<file path="config.mk">
export PLATFORM = sky130hd
export DESIGN_NAME = my_reset_sequencer_flat
export DESIGN_NICKNAME = d
export VERILOG_FILES = /design/src/rtl/my_reset_sequencer_if.sv /design/src/rtl/my_reset_sequencer.sv /design/src/flat_wrapper.sv
export SDC_FILE = /design/constraint.sdc
export NUM_CORES = 1
export LEC_CHECK = 0
export CELL_PAD_IN_SITES_DETAIL_PLACEMENT = 1
export CELL_PAD_IN_SITES_GLOBAL_PLACEMENT = 2
export CORE_ASPECT_RATIO = 0.8
export CORE_MARGIN = 2
export CORE_UTILIZATION = 25
export DETAILED_ROUTE_END_ITERATION = 12
export HOLD_SLACK_MARGIN = 0.05
export MAX_ROUTING_LAYER = met4
export PLACE_DENSITY = 0.62
export SYNTH_ARGS = -nofsm -noshare
export SYNTH_HDL_FRONTEND = slang
export SYNTH_SLANG_ARGS = --single-unit
</file>
<file path="constraint.sdc">
create_clock -name i_clk -period 1.6 [get_ports i_clk]
set_input_delay 0.32 -clock i_clk [delete_from_list [all_inputs] [get_ports i_clk]]
set_output_delay 0.32 -clock i_clk [all_outputs]
set_load 0.005 [all_outputs]
</file>
<file path="src/rtl/my_reset_sequencer_if.sv">
// Button input and reset outputs of the reset sequencer, plus its FSM state for observation.
interface my_reset_sequencer_if;
  logic       i_btn_n;
  logic       o_resetn;
  logic       o_por_done;
  logic [7:0] o_rst_count;
  logic [1:0] state;

  modport master (
    output i_btn_n,
    input  o_resetn,
    input  o_por_done,
    input  o_rst_count,
    input  state
  );

  modport slave (
    input  i_btn_n,
    output o_resetn,
    output o_por_done,
    output o_rst_count,
    output state
  );
endinterface

</file>
<file path="src/rtl/my_reset_sequencer.sv">
// Power-on hold and debounced push-button reset generator driving the design-wide o_resetn.
// No handshake: the button is a level input and the outputs are plain levels.
module my_reset_sequencer #(
  parameter int SYNC_STAGES     = 2,
  parameter int POR_CYCLES      = 4096,
  parameter int DEBOUNCE_CYCLES = 65536
) (
  input logic                  i_clk,
  input logic                  rst,
  my_reset_sequencer_if.slave  bus
);

  localparam int MAX_CYCLES = (POR_CYCLES > DEBOUNCE_CYCLES) ? POR_CYCLES : DEBOUNCE_CYCLES;
  localparam int CNT_W      = (MAX_CYCLES > 1) ? $clog2(MAX_CYCLES) : 1;
  localparam logic [CNT_W-1:0] POR_LAST = CNT_W'(POR_CYCLES - 1);
  localparam logic [CNT_W-1:0] DEB_LAST = CNT_W'(DEBOUNCE_CYCLES - 1);

  typedef enum logic [1:0] {
    HOLD    = 2'd0,
    RUN     = 2'd1,
    PRESS   = 2'd2,
    RELEASE = 2'd3
  } state_t;

  logic [SYNC_STAGES-1:0] rst_chain;
  logic [SYNC_STAGES-1:0] btn_chain;
  logic                   rst_sync;
  logic                   btn_sync;

  state_t           state_q,     state_d;
  logic [CNT_W-1:0] cnt_q,       cnt_d;
  logic             por_done_q,  por_done_d;
  logic [7:0]       rst_count_q, rst_count_d;
  logic             resetn_q,    resetn_d;

  // Chains clear to 0 on rst, so the release edge of rst is resynchronised to i_clk.
  always_ff @(posedge i_clk or negedge rst) begin
    if (!rst) begin
      rst_chain <= '0;
      btn_chain <= '0;
    end else begin
      rst_chain <= {rst_chain[SYNC_STAGES-2:0], 1'b1};
      btn_chain <= {btn_chain[SYNC_STAGES-2:0], bus.i_btn_n};
    end
  end

  assign rst_sync = rst_chain[SYNC_STAGES-1];
  assign btn_sync = btn_chain[SYNC_STAGES-1];

  always_ff @(posedge i_clk or negedge rst) begin
    if (!rst) begin
      state_q     <= HOLD;
      cnt_q       <= '0;
      por_done_q  <= 1'b0;
      rst_count_q <= 8'd0;
      resetn_q    <= 1'b0;
    end else begin
      state_q     <= state_d;
      cnt_q       <= cnt_d;
      por_done_q  <= por_done_d;
      rst_count_q <= rst_count_d;
      resetn_q    <= resetn_d;
    end
  end

  always_comb begin
    state_d     = state_q;
    cnt_d       = cnt_q;
    por_done_d  = por_done_q;
    rst_count_d = rst_count_q;
    case (state_q)
      HOLD: begin
        if (!rst_sync) begin
          cnt_d = '0;
        end else if (cnt_q == POR_LAST) begin
          state_d    = RUN;
          cnt_d      = '0;
          por_done_d = 1'b1;
        end else begin
          cnt_d = cnt_q + CNT_W'(1);
        end
      end
      RUN: begin
        if (!btn_sync) begin
          state_d = PRESS;
          cnt_d   = '0;
        end
      end
      PRESS: begin
        if (btn_sync) begin
          state_d = RUN;
          cnt_d   = '0;
        end else if (cnt_q == DEB_LAST) begin
          state_d = RELEASE;
          cnt_d   = '0;
          if (rst_count_q != 8'hFF) rst_count_d = rst_count_q + 8'd1;
        end else begin
          cnt_d = cnt_q + CNT_W'(1);
        end
      end
      RELEASE: begin
        if (!btn_sync) begin
          cnt_d = '0;
        end else if (cnt_q == DEB_LAST) begin
          state_d = HOLD;
          cnt_d   = '0;
        end else begin
          cnt_d = cnt_q + CNT_W'(1);
        end
      end
      default: begin
        state_d = HOLD;
        cnt_d   = '0;
      end
    endcase
  end

  // Decoded from the next state and then registered, so o_resetn changes on the same edge as the state.
  always_comb begin
    resetn_d = 1'b0;
    if (state_d == RUN || state_d == PRESS) resetn_d = 1'b1;
  end

  assign bus.o_resetn    = resetn_q;
  assign bus.o_por_done  = por_done_q;
  assign bus.o_rst_count = rst_count_q;
  assign bus.state       = state_q;

endmodule

</file>
<file path="src/flat_wrapper.sv">
// flat-port wrapper written by rule: the top's interface ports become plain ports
module my_reset_sequencer_flat 
#(
  parameter int SYNC_STAGES     = 2,
  parameter int POR_CYCLES      = 4096,
  parameter int DEBOUNCE_CYCLES = 65536
)
  (i_clk, rst, bus_i_btn_n, bus_o_resetn, bus_o_por_done, bus_o_rst_count, bus_state);
  my_reset_sequencer_if bus_i ();
  input logic i_clk;
  input logic rst;
  input wire logic [$bits(bus_i.i_btn_n)-1:0] bus_i_btn_n;
  output wire logic [$bits(bus_i.o_resetn)-1:0] bus_o_resetn;
  output wire logic [$bits(bus_i.o_por_done)-1:0] bus_o_por_done;
  output wire logic [$bits(bus_i.o_rst_count)-1:0] bus_o_rst_count;
  output wire logic [$bits(bus_i.state)-1:0] bus_state;
  assign bus_i.i_btn_n = bus_i_btn_n;
  assign bus_o_resetn = bus_i.o_resetn;
  assign bus_o_por_done = bus_i.o_por_done;
  assign bus_o_rst_count = bus_i.o_rst_count;
  assign bus_state = bus_i.state;
  my_reset_sequencer #(.SYNC_STAGES(SYNC_STAGES), .POR_CYCLES(POR_CYCLES), .DEBOUNCE_CYCLES(DEBOUNCE_CYCLES)) u_core (.i_clk(i_clk), .rst(rst), .bus(bus_i));
endmodule
</file>
# [After elaboration in Yosys (flattened, before gate mapping)]
# Cells that the tools add are included.
[totals] register_bits=32 n_memories=0 latch_bits=0 word_cells=39 ram_bits=0 inputBits=3 mem_bits_ro=0 output_inout_bits=12
[op_classes] mul=0 div_mod_pow=0 eq_ne=9 mux=16 add_sub_neg=2 n_lt_le_gt_ge=0 bitwise_logic=1 shift=0 n_reduce_logical=4
[ops] cell="$mux 16" n=6
[ops] cell="$pmux 16 s4" n=1
[ops] cell="$add 16x1->16 const B" n=1
[ops] cell="$eq 16x12->1 const B" n=1
[ops] cell="$eq 16x16->1 const B" n=1
[ops] cell="$mux 2" n=7
[ops] cell="$add 8x1->8 const B" n=1
[ops] cell="$ne 8x8->1 const B" n=1
[ops] cell="$pmux 2 s4" n=1
[ops] cell="$eq 2x2->1 const B" n=3
[ops] cell="$eq 2x1->1 const B" n=2
[ops] cell="$reduce_and 4->1" n=1
[ops] cell="$reduce_and 3->1" n=1
[ops] cell="$logic_not 2->1" n=1
[ops] cell="$ne 2x2->1 const B" n=1
[ops] cell="$logic_or 1x1->1" n=1
[ops] cell="$mux 1" n=1
[ops] cell="$not 1->1" n=1

# [Depth between registers and ports, before layout]
[depth] depth_word=7 ltp_mapped=7 ltp_nobuf=6

# [Least setup slack after synthesis]
# No wires, ideal clock.
[synth_timing] path_kind="reg2reg" from="register u_core.cnt_q[0]" to="register u_core.rst_count_q[4], in the netlist u_core.bus.o_rst_count[4]" stages_incl_launch_ff=7 period_less_slack_ns=1.718 setup_slack_ns=-0.118 n_path_buf=0 setup_time_ns=0.124 t_arrival_ns=1.594 required_ns=1.476 cell_sequence="dfrtp_1 -> ha_1 -> nand3_4 -> nor4_4 -> o211a_1 -> nand4_1 -> xnor2_1"
[synth_via] elab_chain_cells=2
[synth_rtl] element="from (decl)" line_no="my_reset_sequencer.sv:31" rtl="logic [CNT_W-1:0] cnt_q, cnt_d;"
[synth_rtl] element="from (signal assigned)" line_no="my_reset_sequencer.sv:59" rtl="cnt_q <= cnt_d;"
[synth_rtl] element="$eq 16x16->1" line_no="my_reset_sequencer.sv:93" rtl="end else if (cnt_q == DEB_LAST) begin"
[synth_rtl] element="$reduce_and 4->1 (no source line)"
[synth_rtl] element="to (signal assigned)" line_no="my_reset_sequencer.sv:61" rtl="rst_count_q <= rst_count_d;"
[synth_rtl] element="to (decl)" line_no="my_reset_sequencer.sv:33" rtl="logic [7:0] rst_count_q, rst_count_d;"
# No other way between the ends.
# A chain may end at the register's enable or synchronous reset.

# [Worst setup path after layout]
[layout_timing] from="register u_core.cnt_q[12]" to="register u_core.cnt_q[7]"
[layout_via] elab_chain_cells=4 elab_cells_between_ends=8 classes_between="eq/ne (2); mux (6)"
[layout_rtl] element="$eq 16x16->1 / $eq 16x12->1 (equally long branches)" line_no="my_reset_sequencer.sv:93, my_reset_sequencer.sv:104, my_reset_sequencer.sv:75"
[layout_rtl] element="$mux 16 (on tied branches)" line_no="my_reset_sequencer.sv:93, my_reset_sequencer.sv:104, my_reset_sequencer.sv:75"
[layout_rtl] element="$mux 16 (on tied branches)" line_no="my_reset_sequencer.sv:102, my_reset_sequencer.sv:90, my_reset_sequencer.sv:73"
[layout_rtl] element="$pmux 16 s4 (*)" line_no="my_reset_sequencer.sv:71" rtl="case (state_q)"
# Every way passes the cells marked *; elsewhere a longest branch is shown, timed or not.

==> metrics.md <==
| Metric | Value |
|---|---|
| Status | `complete, but fails checks` |
| Failing checks | `setup timing` |
| Vias post-DR | `approximately 1400` |
| Hold Violations, Final | `0` |
| CTS root buf | `clkbuf_8` |
| Die area | `roughly 7300 sq um` |
| Synth Instances | `between 150 and 200` |
| Ys async rst share | `100.0%` |
| Buffers on Ports | `14` |
| # setup viols final | `25` |
| Routed wl met3 | `between 100 and 150 um` |
| Startpoint types | `register` |
| Post-Synthesis Cell Area | `between 1500 and 2000 sq um` |
| WP data arrival | `about 2 ns` |
| Die X | `between 90 and 100 um` |
| Layout cell share with drive strength beyond 1 | `roughly two fifths` |
| Switching share of power | `23.45%` |
| Syn avg cell area | `roughly 10 sq um` |
| Flop pwr share | `a little under half` |
| GRT Overall Usage | `between 10% and 20%` |
| Die H | `~77 um` |
| First-pass GRT wire length | `around 7.6 mm` |
| Maximum clock rate | `~0.56 GHz` |
| Skew final | `just over 0.005 ns` |
| VDD IR max | `between 0.0002 and 0.0003 V` |
| Post-route setup slack | `-0.1965 ns` |
| # diodes | `0` |
| DRT Pass-1 Iters | `4` |
| WL met2 | `between 2 and 2.5 mm` |
| Post-synth top cells | `dfrtp_1, nand2_1, nor2_1` |
| Clock power frac | `between 40% and 50%` |
| Ranking of synthesized cells by area | `dfrtp_1, xor2_1, nand2_1` |
| Per-cell routed wire length | `~14 um` |
| Synth cell types | `40` |
| Top Layer Used | `met4` |
| Most used DFF post-synth | `dfrtp_1` |
| Tmin final | `between 1.5 and 2 ns` |
| Psw | `around 0.43 mW` |
| Crit Path Class | `register to register` |
| Core Region | `roughly 6400 sq um` |
| Vias per cell | `approximately 4.6` |
| Unrepaired setup endpoints after global routing | `true` |
| Crit end category | `register` |
| Slew Limit Fails | `0` |
| Number of enable flip-flop cells after synthesis | `0` |
| CTS tree | `built` |
| Initial core utilization | `25.97%` |
| Combinational power share | `a little over a tenth` |
| Worst min-delay path class | `register to register` |
| Initial antenna violation count | `0` |
| Synth warn | `0` |
| Max clock buf depth | `2` |
| Crit path max fanout | `6` |
| P_int | `between 1 and 1.5 mW` |
| Fill cells | `703` |
| 1st-iter DRT viols | `36` |
| Post-placement setup slack | `-0.2366 ns` |
| Leak | `1.158 nW` |
| Post-Route WL | `between 4 and 5 mm` |
| CTS H-tree depth | `2` |
| Maximum capacitance violations | `0` |
| Synth Register Bits | `32` |
| Vias in the first global route | `1529` |
| Detailed Place HPWL | `roughly 3.1 mm` |
| WL met1 | `~2 mm` |
| Row Count | `26` |
| Sinks on Clock Net | `32` |
| Syn Nets | `between 150 and 200` |
| # IOs | `15` |
| Area growth from synthesis to layout | `50.30%` |
| Req. time, crit path | `between 1.5 and 2 ns` |
| GPL Wtd Cong | `roughly 0.82` |
| Post-synthesis sequential area ratio | `between 40% and 50%` |
| Clock slew seen by the registers of the worst setup and hold paths | `around 0.07 ns` |
| Setup_tns | `-2.801 ns` |
| Most common cell in the netlist | `dfrtp_1` |
| Antenna-violating nets left | `0` |
| GRT Residual Overflow | `0` |
| Final Cycle Share | `112.3%` |
| Largest net degree at the start of global routing | `33` |
| Power Dens Cells | `740.5 nW/um^2` |
| Synth top area share | `48.12%` |
| Final net count | `roughly 220` |
| CTS Buf Count | `5` |
| Area leader, netlist | `dfrtp_1` |
| Clock latency on the worst-skew pair | `0.28 ns` |
| # DRC | `0` |
## layout by cell type, fill, tap and decap left out, drive strengths merged, types with 8 or more instances in the layout
cell           count
dfrtp             32
xor2              10
nor2              20
nand2             20
clkdlybuf4s50     12
buf               40
nand4              9
xnor2              8
nand3              8
## flip-flops by register name, indices dropped and copies added, names as in the netlist
register	flops
u_core.rst_chain	2
u_core.bus.o_por_done	1
u_core.bus.state	2
u_core.bus.o_rst_count	8
u_core.bus.o_resetn	1
u_core.cnt_q	16
u_core.btn_chain	2
## worst max-delay path, cell delays in order, from the launching register on
cell and delay (ns):
dfrtp_1 0.38, or4_4 0.56, nor4_4 0.17, buf_6 0.17
nor4_4 0.06, o2111ai_2 0.21, o311ai_2 0.13
## worst paths after layout
path	slack [ns]	start	cells after the start	endpoint
worst max-delay path	-0.20	u_core.cnt_q[12]$_DFFE_PN0P_	6	u_core.cnt_q[7]$_DFFE_PN0P_
worst min-delay path	0.36	u_core.rst_chain[0]$_DFF_PN0_	0	u_core.rst_chain[1]$_DFF_PN0_
worst max register to register	-0.20	u_core.cnt_q[12]$_DFFE_PN0P_	6	u_core.cnt_q[7]$_DFFE_PN0P_
worst min register to register	0.36	u_core.rst_chain[0]$_DFF_PN0_	0	u_core.rst_chain[1]$_DFF_PN0_
max in group asynchronous	0.99	rst	2	u_core.bus.o_rst_count[3]$_DFFE_PN0P_
min in group asynchronous	0.40	rst	2	u_core.cnt_q[9]$_DFFE_PN0P_
## logic make-up after synthesis
family | count (synthesis) | synth area share [%]
adders and majority gates | 2 | 1.504
xor gates and xnor gates | 18 | 9.474
AOI/OAI and AO/OA | 17 | 7.143
other | 1 | 0.2253
buffers and inverters | 11 | 3.157
muxes | 2 | 1.353
and+or+nand+nor | 78 | 29.02
DFF | 32 | 48.12
## layout make-up
type / instances / area, sq um / share of cell area [%]
Clock buffer: 6 / 72.57 / 2.901
Clock inverter: 2 / 35.03 / 1.401
Inverter: 6 / 22.52 / 0.9004
Multi-Input combinational cell: 118 / 959.7 / 38.37
Sequential cell: 32 / 804.5 / 32.17
Tap cell: 84 / 105.1 / 4.202
Timing Repair Buffer: 54 / 501.7 / 20.06
## metal layers
metal | global-route usage (%) | vias to the layer above
met1 | 18.16 | 687
met3 | 2.947 | 5
li1 | - | 670
met4 | 3.478 | 0
met2 | 21.41 | 14
met5 | - | -
## what timing repair did
action	4_1_cts	5_1_grt
setup buffers	5	2
hold buffers	0	0
gates cloned	0	0
gates resized for setup	15	25
setup endpoints to repair	29	31
pin swaps	8	17
## power groups by stage
| stage | clock network, mW | logic (mW) | registers (mW) |
|---|---|---|---|
| after floorplan | 0 | 0.0804 | 0.889 |
| after global placement | 0 | 0.184 | 0.889 |
| after detailed placement | 0 | 0.184 | 0.892 |
| after CTS | 0.801 | 0.194 | 0.876 |
| after global routing | 0.851 | 0.231 | 0.891 |
| final | 0.764 | 0.203 | 0.885 |
## through the flow
stage	cell area, sq um	hold WS (ns)	util [%]	cells	total power, mW
after floorplan	1683	0.02441	-	161	0.9696
after global routing	2501	0.3684	39.03	302	1.973
after detailed placement	2165	0.3410	33.78	287	1.077
final	2501	0.3574	39.03	302	1.852
after CTS	2382	0.3582	37.17	300	1.871
after global placement	2165	0.3369	33.78	287	1.073
(Power assumes the default switching activity.)
